--- src/rtl/sys_bridge.sv ---
// System bridge: decodes CPU M-stage bus accesses to data memory or two timers,
// returns read data combinationally, and builds the HWInt vector for CP0.
module sys_bridge #(
    parameter logic [31:0] DM_TOP   = 32'h0000_2FFF,
    parameter logic [31:0] TC0_BASE = 32'h0000_7F00,
    parameter logic [31:0] TC1_BASE = 32'h0000_7F10
) (
    input  logic        clk,
    input  logic        reset,
    input  logic [31:0] PrAddr,
    input  logic [31:0] PrWD,
    input  logic [3:0]  Prbeen,
    input  logic        PrWE,
    output logic [31:0] PrRD,
    output logic [31:0] m_data_addr,
    output logic [31:0] m_data_wdata,
    output logic [3:0]  m_data_byteen,
    input  logic [31:0] m_data_rdata,
    input  logic        ext_irq,
    output logic [5:0]  HWInt
);

    typedef enum logic [1:0] {StIdle, StLoad, StCnt, StInt} tc_state_e;

    logic              dm_hit;
    logic              wr_full;
    logic [1:0]        tc_hit;
    logic [1:0][31:0]  tc_off;
    logic [1:0][3:0]   ctrl_q, ctrl_d;
    logic [1:0][31:0]  preset_q, preset_d;
    logic [1:0][31:0]  count_q, count_d;
    logic [1:0]        irq_q, irq_d;
    logic [1:0]        irq;
    tc_state_e         st_q [2];
    tc_state_e         st_d [2];

    // Unsigned offset wraps high when PrAddr is below the base, so one compare covers both ends.
    assign tc_off[0] = PrAddr - TC0_BASE;
    assign tc_off[1] = PrAddr - TC1_BASE;
    assign dm_hit    = (PrAddr <= DM_TOP);
    assign wr_full   = PrWE && (Prbeen == 4'b1111);

    always_comb begin
        for (int i = 0; i < 2; i++) begin
            tc_hit[i] = !dm_hit && (tc_off[i] <= 32'd8) && (PrAddr[1:0] == 2'b00);
        end
    end

    assign m_data_addr   = PrAddr;
    assign m_data_wdata  = PrWD;
    assign m_data_byteen = (PrWE && dm_hit) ? Prbeen : 4'b0000;

    always_comb begin
        PrRD = 32'd0;
        if (dm_hit) begin
            PrRD = m_data_rdata;
        end else begin
            for (int i = 0; i < 2; i++) begin
                if (tc_hit[i]) begin
                    case (tc_off[i][3:2])
                        2'd0:    PrRD = {28'd0, ctrl_q[i]};
                        2'd1:    PrRD = preset_q[i];
                        2'd2:    PrRD = count_q[i];
                        default: PrRD = 32'd0;
                    endcase
                end
            end
        end
    end

    always_comb begin
        for (int i = 0; i < 2; i++) begin
            ctrl_d[i]   = ctrl_q[i];
            preset_d[i] = preset_q[i];
            count_d[i]  = count_q[i];
            irq_d[i]    = irq_q[i];
            st_d[i]     = st_q[i];
            case (st_q[i])
                StIdle: if (ctrl_q[i][0]) st_d[i] = StLoad;
                StLoad: begin
                    count_d[i] = preset_q[i];
                    st_d[i]    = StCnt;
                end
                StCnt: begin
                    if (!ctrl_q[i][0]) begin
                        st_d[i] = StIdle;
                    end else if (count_q[i] > 32'd1) begin
                        count_d[i] = count_q[i] - 32'd1;
                    end else begin
                        count_d[i] = 32'd0;
                        irq_d[i]   = 1'b1;
                        st_d[i]    = StInt;
                    end
                end
                StInt: begin
                    if (ctrl_q[i][2:1] == 2'b01) begin
                        irq_d[i] = 1'b0;
                        st_d[i]  = StLoad;
                    end else begin
                        ctrl_d[i][0] = 1'b0;
                        st_d[i]      = StIdle;
                    end
                end
                default: st_d[i] = StIdle;
            endcase
            // CPU writes are applied last so they win over the FSM's EN clear.
            if (wr_full && tc_hit[i]) begin
                if (tc_off[i][3:2] == 2'd0) begin
                    ctrl_d[i] = PrWD[3:0];
                    irq_d[i]  = 1'b0;
                end else if (tc_off[i][3:2] == 2'd1) begin
                    preset_d[i] = PrWD;
                end
            end
        end
    end

    always_ff @(posedge clk) begin
        for (int i = 0; i < 2; i++) begin
            if (reset) begin
                ctrl_q[i]   <= 4'd0;
                preset_q[i] <= 32'd0;
                count_q[i]  <= 32'd0;
                irq_q[i]    <= 1'b0;
                st_q[i]     <= StIdle;
            end else begin
                ctrl_q[i]   <= ctrl_d[i];
                preset_q[i] <= preset_d[i];
                count_q[i]  <= count_d[i];
                irq_q[i]    <= irq_d[i];
                st_q[i]     <= st_d[i];
            end
        end
    end

    always_comb begin
        for (int i = 0; i < 2; i++) begin
            irq[i] = irq_q[i] & ctrl_q[i][3];
        end
    end

    assign HWInt = {3'b000, ext_irq, irq[1], irq[0]};

endmodule
--- config.mk ---
export PLATFORM = sky130hd
export DESIGN_NAME = sys_bridge
export DESIGN_NICKNAME = d
export VERILOG_FILES = /design/src/rtl/sys_bridge.sv
export SDC_FILE = /design/constraint.sdc
export NUM_CORES = 1
export LEC_CHECK = 0
export ABC_AREA = 0
export BUFFER_PORTS_ARGS = -buffer_cell sky130_fd_sc_hd__buf_2
export CORE_ASPECT_RATIO = 0.9
export CORE_MARGIN = 3
export CORE_UTILIZATION = 48
export DETAILED_ROUTE_END_ITERATION = 6
export GPL_ROUTABILITY_DRIVEN = 0
export PLACE_DENSITY = 0.74
export SLEW_MARGIN = 10
export SYNTH_ARGS = -nofsm -noshare
export SYNTH_HDL_FRONTEND = slang
export SYNTH_SLANG_ARGS = --single-unit
--- constraint.sdc ---
create_clock -name clk -period 3.2 [get_ports clk]
set_clock_uncertainty 0.2 [all_clocks]
set_input_delay 0.48 -clock clk [delete_from_list [all_inputs] [get_ports clk]]
set_output_delay 0.48 -clock clk [all_outputs]
set_load 0.01 [all_outputs]
# Word-level counts from Yosys, hierarchy flattened
# Memory sizes are Yosys's and may differ from the RTL's.
# Index checks and enable logic that the tools add are counted.
op_classes:
  n_mul: 0
  n_reduce_logical: 22
  add_sub_neg: 4
  shift: 0
  magnitude_cmp: 5
  n_div: 0
  muxes: 47
  bitwise_logic: 6
  n_eq_ne: 15
ops:
  columns: ["op", "count"]
  rows:
  - ["$mux 32", 7]
  - ["$pmux 32 s3", 2]
  - ["$pmux 32 s2", 2]
  - ["$gt 32x1->1 const B", 2]
  - ["$le 32x4->1 const B", 2]
  - ["$sub 32x1->32 const B", 2]
  - ["$sub 32x15->32 const B", 2]
  - ["$le 32x14->1 const B", 1]
  - ["$mux 1", 23]
  - ["$mux 2", 8]
  - ["$pmux 2 s4", 2]
  - ["$eq 2x1->1 const B", 6]
  - ["$eq 2x2->1 const B", 6]
  - ["$logic_not 2->1", 5]
  - ["$logic_and 1x1->1", 8]
  - ["$reduce_and 2->1", 4]
  - ["$reduce_and 3->1", 2]
  - ["$eq 4x4->1 const B", 1]
  - ["$mux 4", 1]
  - ["$ne 2x2->1 const B", 2]
  - ["$pmux 1 s2", 2]
  - ["$reduce_bool 2->1", 2]
  - ["$and 1x1->1", 2]
  - ["$not 1->1", 2]
  - ["2 further kinds", 3]
totals:
  latchBits: 0
  n_memories: 1
  ff_bits: 138
  mem_bits_rw: 4
  romBits: 0
  inputBits: 104
mem_list:
  columns: ["name", "words", "width", "rd", "rd_clocked_by_memory_dff", "write_ports", "line", "source"]
  rows:
  - ["st_q", 2, 2, 2, 0, 2, "34", "tc_state_e st_q [2];"]

# Longest topological paths before layout
# Gate-level depths: netlist of run 1.
depth:
  depth_word: 7
  depth_mapped: 12
  depth_no_buf: 9

# Least setup slack after synthesis of run 1
# No wires, ideal clock.
synth_timing:
  path_type: "input port to output port"
  from: "input port PrAddr[23]"
  to: "output port PrRD[0]"
  cell_stages: 9
  t_arrival_ps: 2835
  path_slack_ps: -315
  cell_sequence: "clkbuf_2 -> nor4_2 -> nand3_2 -> o31a_1 -> or4_4 -> or3_1 -> buf_4 -> buf_6 -> o221ai_1"
synth_via:
  elab_chain_cells: 7
  word_cells_on_any_way: 13
synth_lines:
  columns: ["element", "line", "source"]
  rows:
  - ["start: declaration", "10", "input logic [31:0] PrAddr,"]
  - ["$sub 32x15->32 or $le 32x14->1 (tied branches)", "38, 40", null]
  - ["$le 32x4->1 or $logic_not 1->1 (tied branches)", "45", "tc_hit[i] = !dm_hit && (tc_off[i] <= 32'd8) && (PrAddr[1:0] == 2'b00);"]
  - ["$logic_and 1x1->1 (2 in series)", "45", null]
  - ["$mux 32 (2 in series)", "59", "if (tc_hit[i]) begin"]
  - ["$mux 32 (*)", "55", "if (dm_hit) begin"]
  - ["end: declaration", "14", "output logic [31:0] PrRD,"]
# Every way passes the cells marked *; elsewhere a longest branch is shown, timed or not.

# Worst setup path after layout of run 1
layout_timing:
  from: "input port PrAddr[29]"
  to: "output port PrRD[23]"
# The elaborated chain is that of the path after synthesis.

==> run summary, run 1 <==
The main flop type after synthesis was sky130_fd_sc_hd__dfxtp_1. The worst setup path is captured at an output port. Hold is met by 0.128 ns. CTS saw 142 sinks.

At the pin with the least slew margin, the transition time is 1.06 ns. The peak fanout along the critical path is 7. The setup path with the least slack is of type in2out. The async set or reset register ratio after synthesis was 0%. The routed layout has 11000 vias.

The tools report the hold buffer count at cts as 0. The number of unique standard cell types used by synthesis is 67, and the number of CTS-inserted buffers is 17. The number of antenna diodes in the final layout is 0. The average cell area after synthesis works out to 7.53 um^2. The logs give 45.6% for the met1 track utilization from global routing and 0 for the initial antenna violation count. The floorplan step set the die height to 140 um. The gate count after technology mapping was 1270; the share of layout cells above drive strength 1 was 28.9%.

The region available for standard cell placement spans 0.0194 mm^2. After the last flow step, the layout net total stands at 1548. After global routing, the most crowded layer is met2. The tools report the relative slew slack as 28.9%.

The power per cell area was 335 mW/mm^2. For flop-to-flop paths, the worst setup slack is 0.37 ns. For the final critical-path setup slack, the log shows -0.317 ns. The first-pass GRT wire length came out at 56300 um. The startpoint of the worst register-to-register path is count_q[41]$_SDFFE_PP0P_. The data arrival time of the critical path was 2.84 ns; the placed wire-length estimate was 25800 um. The clock-pin slew of the registers on the worst-case setup and hold paths was 0.06 ns. The run gives 36900 um as the sum of routed wire length over all layers. The clock tree synthesis step divided the H-tree into 4 levels. After routing the design area is 0.0123 mm^2.

Of the total power, registers draw 43.0%. Using the TritonRoute via totals, the vias-per-cell ratio works out to 6.46. In the layout the commonest cells are 177 x sky130_fd_sc_hd__buf_2, 142 x sky130_fd_sc_hd__dfxtp_1, 131 x sky130_fd_sc_hd__nand2_1.

The clock group share of total power was 47.4%. In this run the core area contains 48 standard-cell rows. The library cell used most frequently in the layout, excluding fill and tap cells, is sky130_fd_sc_hd__buf_2. During placement, the flow inserted port buffers numbering 204. Data on the critical path is required at its endpoint by 2.52 ns. The register bit count reported by yosys is 142. Worst reg2reg path depth: 5.

The overall track demand over capacity in global routing is 32.3%, and the sequential share of the synthesized area is 29.7%. Setup repair after global routing could not meet its margin everywhere. In the final routed layout, each cell accounts on average for 21.7 um.

In this run the power spent charging and discharging nets is 1.07 mW. The detail route stage leaves a number of antenna-violating nets equal to 0. Summing every instance area after synthesis gives 0.00957 mm^2. The number of global-route vias before repair is 9828. The largest net degree at the start of global routing is 78, and the number of detailed-route iterations in the first pass is 6. The worst register-to-register path ends at count_q[54]$_SDFFE_PP0P_. Counting instances, the worst hold path has a depth of 3. The final reports fail on setup timing. The worst-case vdd ir drop was 0.360 mV; the met3 routing resource usage after global routing was 7.35%. From synthesis to final layout, the design area changed by 28.1%. The worst hold path endpoint is preset_q[19]$_SDFFE_PP0P_.

The placed instances occupy a cell area of 0.0112 mm^2. For the worst-skew pair, the clock arrives at the later sink with an insertion delay of 0.44 ns. Count of routing violations after the opening detailed-route iteration: 1391. The top achievable clock speed came out at 284 MHz. After layout, the design draws a total of 4.11 mW. Of the total power, the share spent switching nets is 26.1%. The run gives 0 as the total DRC errors in the routed layout. For this configuration, the core starts out at a cell density of 49.3%. The run gives -0.437 ns as the minimum setup slack after placement. The tool flagged a number of max-cap violations equal to 0. For met2 alone, demand over resource in global routing was 49.2%. For this run, the number of Yosys warnings is 0. For the final-report hold violation count, the log shows 0. The flow ran to the end, but the final reports show violations. The hold path startpoint was PrWD[19].

The tools report the clock root buffer as sky130_fd_sc_hd__clkbuf_16. In this run the count of I/O pins placed on the die edge is 210. The number of setup violations in the final report was 32. In this run the static leakage power is 4.61 nW. The area of the die is 0.0217 mm^2.

The die is 155 um wide. Combinational cells account for 9.6% of the total power. The minimum period implied by the final worst setup slack works out to 3.52 ns. The tools report the number of max-slew violations in the final report as 0.

For this run the aggregate overflow at the end of global routing stands at 0. The final critical-path share of the clock period is 110%. TritonCTS built the clock tree.

The min-delay analysis places its worst path in the category in2reg. The internal portion of the total power is 3.04 mW. The maximum clock insertion buffer count was 2.

The tools report the sort of element at the start of the critical path as an input pin. The synthesized design contains 0 enable-type register cells.
kinds of logic (layout without fill, tap and decap cells):
logic type | after synthesis | after routing | share of synthesized area [%]
adders and majority gates | 6 | 6 | 0.784
AOI/OAI and AO/OA | 454 | 454 | 31.8
buffers and inverters | 189 | 368 | 10.8
xor gates and xnor gates | 22 | 22 | 2.01
and+or+nand+nor | 443 | 443 | 23.6
DFF | 142 | 142 | 29.7
muxes | 13 | 13 | 1.37
other | 1 | 3 | 0.0392
registers in the layout (all words and copies together) (netlist names):
name and flops:
ctrl_q 8, preset_q 64, irq_q 2, st_q 4, count_q 64
how the worst max path moves through the flow:
stage / start / to / slack (ns) / cells after the start
global route: PrAddr[20] / PrRD[23] / -0.37 / 9
finish: PrAddr[29] / PrRD[23] / -0.32 / 8
global placement: PrAddr[5] / PrRD[30] / -0.38 / 12
floorplan: PrAddr[29] / PrRD[10] / -0.04 / 7
detailed placement: PrAddr[5] / PrRD[30] / -0.44 / 12
CTS: PrAddr[29] / PrRD[27] / -0.28 / 8
layer usage:
layer	routed length, um	up-vias
li1	-	5001
met1	15200	5206
met2	16700	684
met3	3960	97
met4	984	0
met5	0	-
synthesized netlist by cell type (5+ instances only):
cell type	count	area, um^2
sky130_fd_sc_hd__a211oi_1	20	150
sky130_fd_sc_hd__a21oi_1	119	596
sky130_fd_sc_hd__a221oi_1	8	70.1
sky130_fd_sc_hd__a22oi_1	67	503
sky130_fd_sc_hd__a31oi_1	9	56.3
sky130_fd_sc_hd__a32o_1	9	90.1
sky130_fd_sc_hd__and2_1	9	56.3
sky130_fd_sc_hd__and3_1	8	50.1
sky130_fd_sc_hd__and4_1	6	52.6
sky130_fd_sc_hd__buf_2	12	60.1
sky130_fd_sc_hd__buf_4	69	518
sky130_fd_sc_hd__buf_6	6	67.6
sky130_fd_sc_hd__clkbuf_1	83	312
sky130_fd_sc_hd__dfxtp_1	142	2840
sky130_fd_sc_hd__ha_1	6	75.1
sky130_fd_sc_hd__inv_1	16	60.1
sky130_fd_sc_hd__mux2i_1	12	120
sky130_fd_sc_hd__nand2_1	132	495
sky130_fd_sc_hd__nand2b_1	11	68.8
sky130_fd_sc_hd__nand3_1	61	305
sky130_fd_sc_hd__nand4_1	8	50.1
sky130_fd_sc_hd__nor2_1	76	285
sky130_fd_sc_hd__nor2b_1	10	62.6
sky130_fd_sc_hd__nor3_1	49	245
sky130_fd_sc_hd__nor4_1	22	138
sky130_fd_sc_hd__nor4b_1	5	43.8
sky130_fd_sc_hd__o211a_1	9	90.1
sky130_fd_sc_hd__o211ai_1	5	37.5
sky130_fd_sc_hd__o21ai_0	111	556
sky130_fd_sc_hd__o21ai_1	31	155
sky130_fd_sc_hd__o221ai_1	5	43.8
sky130_fd_sc_hd__o221ai_2	27	405
sky130_fd_sc_hd__o31a_1	6	52.6
sky130_fd_sc_hd__o31ai_1	6	45.0
sky130_fd_sc_hd__or3_1	13	81.3
sky130_fd_sc_hd__or4_1	9	67.6
sky130_fd_sc_hd__xnor2_1	12	105
sky130_fd_sc_hd__xor2_1	10	87.6
through the flow:
step / instances / setup TNS [ns] / util, %
detailed placement: 1655 / -19.30 / 58.0
global placement: 1655 / -15.19 / 58.0
global route: 1701 / -10.66 / 63.2
CTS: 1699 / -8.08 / 62.1
finish: 1701 / -9.04 / 63.2
floorplan: 1272 / -1.03 / -
power groups by stage:
stage               Clock (mW)  Combinational, mW  Sequential, mW
floorplan                    0              0.190            1.81
global placement             0              0.367            1.81
detailed placement           0              0.367            1.81
CTS                       1.95              0.373            1.77
global route              2.02              0.412            1.77
finish                    1.95              0.394            1.77
timing repair:
item,CTS,global route
pin swaps,8,8
setup buffers,11,3
endpoints found under the setup margin,32,70
cloned,1,2
gates resized for setup,22,36
worst max-delay path: stages:
cell and delay (ns):
sky130_fd_sc_hd__buf_6 0.09, sky130_fd_sc_hd__or4_4 0.53, sky130_fd_sc_hd__o31a_1 0.25, sky130_fd_sc_hd__or4_4 0.42, sky130_fd_sc_hd__or3_4 0.52, sky130_fd_sc_hd__clkbuf_16 0.22, sky130_fd_sc_hd__o221ai_4 0.18, sky130_fd_sc_hd__buf_6 0.14
final cells by class:
class	instances	area (um^2)
clock buffer	20	457
clock inverter	12	113
fill	1634	7140
inverter	16	65.1
multi-input combinational	941	6190
sequential	142	2840
tap	250	313
timing repair buffer	320	2270
Power figures use the tool's default switching activity.
==> run 2: changes to the inputs <==
--- a/config.mk
+++ b/config.mk
@@ -9,10 +9,11 @@
 export BUFFER_PORTS_ARGS = -buffer_cell sky130_fd_sc_hd__buf_2
 export CORE_ASPECT_RATIO = 0.9
 export CORE_MARGIN = 3
-export CORE_UTILIZATION = 48
+export CORE_UTILIZATION = 25
 export DETAILED_ROUTE_END_ITERATION = 6
 export GPL_ROUTABILITY_DRIVEN = 0
-export PLACE_DENSITY = 0.74
+export PLACE_DENSITY = 0.43
+export SKIP_CTS_REPAIR_TIMING = 1
 export SLEW_MARGIN = 10
 export SYNTH_ARGS = -nofsm -noshare
 export SYNTH_HDL_FRONTEND = slang
==> run 2 against run 1 <==
  * The run still ends with setup timing left
  * Total power grew 6.7%
  * Register-to-register slack lost 0.05 ns
  * Sequential power about the same
  * Critical path type unchanged
  * Critical path depth increased by 2
  * Design area increased by 4.3%
  * Setup slack worse by 0.057 ns
  * Flip-flop and latch count unchanged
==> run summary, run 2 (synthesis results as in run 1) <==
Top routing layer in use: met4. The number of global-route vias before repair came out at 9839 (+0.11%). The count of nets left with antenna violations after detail routing was 0 (unchanged). The top cell types in the final layout, fill and taps aside, are 180 x sky130_fd_sc_hd__buf_2, 142 x sky130_fd_sc_hd__dfxtp_1, 131 x sky130_fd_sc_hd__nand2_1. The final critical-path share of the clock period came out at 112% (+1.8 points). The flow ran to the end, but the final reports show violations.

The run gives 0 (unchanged) as the total DRC errors in the routed layout. The run gives 2 (unchanged) as the maximum clock insertion buffer count. The tools report the post-detailed-placement cell area as 0.0117 mm^2 (+4.5%).

The data arrival time of the critical path is 2.89 ns (+0.05 ns), and the minimum period implied by the final worst setup slack is 3.57 ns (+0.0574 ns). The worst stage delay on the critical path is 0.55 ns (+0.02 ns). Total length of routed met2 wires: 19800 um (+18%). The required time reported for the critical path endpoint came out at 2.52 ns (about the same). Setup repair after global routing could not meet its margin everywhere. The reg-to-reg setup timing slack is 0.32 ns (-0.05 ns).

For the cell area after layout, the log shows 0.0128 mm^2 (+4.3%). The source of the critical timing path was PrAddr[4]. The initial antenna violation count is 0 (unchanged). The tools report the sum of routed wire length over all layers as 43100 um (+17%). The checks that failed: setup timing. The growth of design area from synthesis to finish is 33.6%. The kind of cell with the highest combined delay along the critical path is compound AO/OA/AOI/OAI gates. The library cell used most frequently in the layout, excluding fill and tap cells, is sky130_fd_sc_hd__buf_2. The clock-pin slew of the registers on the worst-case setup and hold paths was 0.07 ns (about the same). In this run the most critical hold path is launched from PrWD[21].

The number of setup violations in the final report came out at 32 (unchanged). The run gives 2440 um (-38%) as the met3 wirelength from detailed routing. The clock root buffer was sky130_fd_sc_hd__clkbuf_16. The total number of placement rows is 67 (+40%). The run gives 5 (-1) as the number of detailed-route iterations in the first pass. The overall power of the completed layout was 4.38 mW (+6.7%). The leakage dissipation came out at 4.76 nW (+3.2%).

The first-pass GRT wire length came out at 63700 um (+13%). Number of levels in the clock H-tree: 4 (unchanged). The worst-margin pin slew is 0.764 ns (-0.298 ns). Filler-free cell count of the finished design: 1961 (+15%). In the final layout, the registers with the most flip-flops are count_q: 64 flops, preset_q: 64 flops, ctrl_q: 8 flops. The tools report the number of vias after detailed routing as 10600 (-3.7%).

Post-detailed-route wirelength per cell: 22.0 um (+1.3%). The slowest stage of the critical path belongs to the cell sky130_fd_sc_hd__or4_4. The tools report the final critical-path setup slack as -0.375 ns (-0.0574 ns). The count of antenna diodes in the layout is 0 (unchanged). The I/O pin count is 210 (unchanged).

Leftover overflow at the end of global routing: 0 (unchanged). The routed length on met1 came out at 20300 um (+33%). For the area of the core region, the log shows 0.0375 mm^2 (+93%).

The worst setup path is launched from an input pin. The average via count per standard cell is 5.40 (-16%). The type of the tightest min-delay check was in2reg.

The worst hold-check slack was 0.130 ns (+0.00175 ns). The run gives 0 (unchanged) as the final-report hold violation count. The critical path is of the in2out type. The buffers plus inverters on the worst setup path is 4 (+1), and the peak fanout along the critical path is 26 (+19). The top achievable clock speed was 280 MHz (-1.6%). For the area of the die, the log shows 0.0407 mm^2 (+88%). For the largest net degree at the start of global routing, the log shows 65 (-17%). TritonCTS built the clock tree. The count of nets after finishing is 1575 (+1.7%). The run gives 3939 (+140%) as the number of filler cells placed in the layout.

The floorplan die height came out at 192 um (+37%). The startpoint identified for the worst register-to-register timing path is count_q[26]$_SDFFE_PP0P_. The relative slew slack is 49.1% (+20 points), and the number of CTS-inserted buffers is 17 (unchanged).

The worst-case vdd ir drop is 0.424 mV (+18%), and the number of buffers inserted by port buffering is 204 (unchanged). STA classifies the critical path endpoint as an output port. The clock insertion delay at the later pin of the skew report is 0.44 ns (about the same). Traced cell by cell, the critical path runs through buf_4 -> or4_4 -> o31ai_4 -> a32oi_2 -> a2111oi_4 -> nand4_1 -> buf_6 -> buf_16 -> o221ai_4 -> buf_2. The die extent in x works out to 212 um (+37%). The number of max-slew violations in the final report is 0 (unchanged). The logs give 964 (-31%) for the count of routing violations after the opening detailed-route iteration and 31500 um (+22%) for the placed wire-length estimate. The power per cell area was 343 mW/mm^2 (+2.3%); the reported max-cap violation count was 0 (unchanged).

The run gives 25.5% (-24 points) as the initial core utilization. The number of sinks handled by clock tree synthesis is 142 (unchanged), and the minimum setup slack after placement is -0.541 ns (-0.104 ns). The share of layout cells above drive strength 1 works out to 30.2% (+1.2 points). The number of cells in the design after placement is 1917 (+16%), and the overall track demand over capacity in global routing is 20.4% (-12 points).
run 2: where the power goes:
| group | internal [mW] | leakage, nW | switching [mW] |
|---|---|---|---|
| sequential | 1.77 | 1.14 | 0.0000000000321 |
| combinational | 0.167 | 3.32 | 0.247 |
| clock | 1.33 | 0.297 | 0.868 |
| total | 3.27 | 4.76 | 1.11 |
run 2: tightest hold or removal path: cells and delay by family:
family,cells,cell delay [ns]
AO/OA/AOI/OAI,1,0.05
buffers and inverters,1,0.13
AND/OR/NAND/NOR,1,0.06
run 2: path summary, 6_finish.rpt:
check / end / cells after the start
max: PrRD[27] / 10
min: preset_q[21]$_SDFFE_PP0P_ / 3
min reg2reg: ctrl_q[2]$_SDFFE_PP0P_ / 2
max reg2reg: count_q[26]$_SDFFE_PP0P_ / 7
run 2: area by class of cell:
type / count / area [um^2] / share of cell area [%]
inverter: 16 / 60.1 / 0.470
sequential: 142 / 2840 / 22.2
clock buffer: 20 / 447 / 3.50
timing repair buffer: 347 / 2430 / 19.0
multi-input combinational: 941 / 6210 / 48.6
tap: 483 / 604 / 4.73
clock inverter: 12 / 186 / 1.46
run 2: metal layers:
layer / GRT usage, % / up-vias
met1: 29.6 / 5162
li1: - / 5059
met3: 3.87 / 37
met2: 31.4 / 323
met5: 0 / -
met4: 4.27 / 0
run 2: metrics by stage:
stage / setup TNS [ns] / util [%]
2_1_floorplan: -1.03 / -
3_3_place_gp: -22.41 / 31.3
3_5_place_dp: -22.91 / 31.3
4_1_cts: -16.62 / 33.0
5_1_grt: -12.84 / 34.1
6_report: -11.04 / 34.1
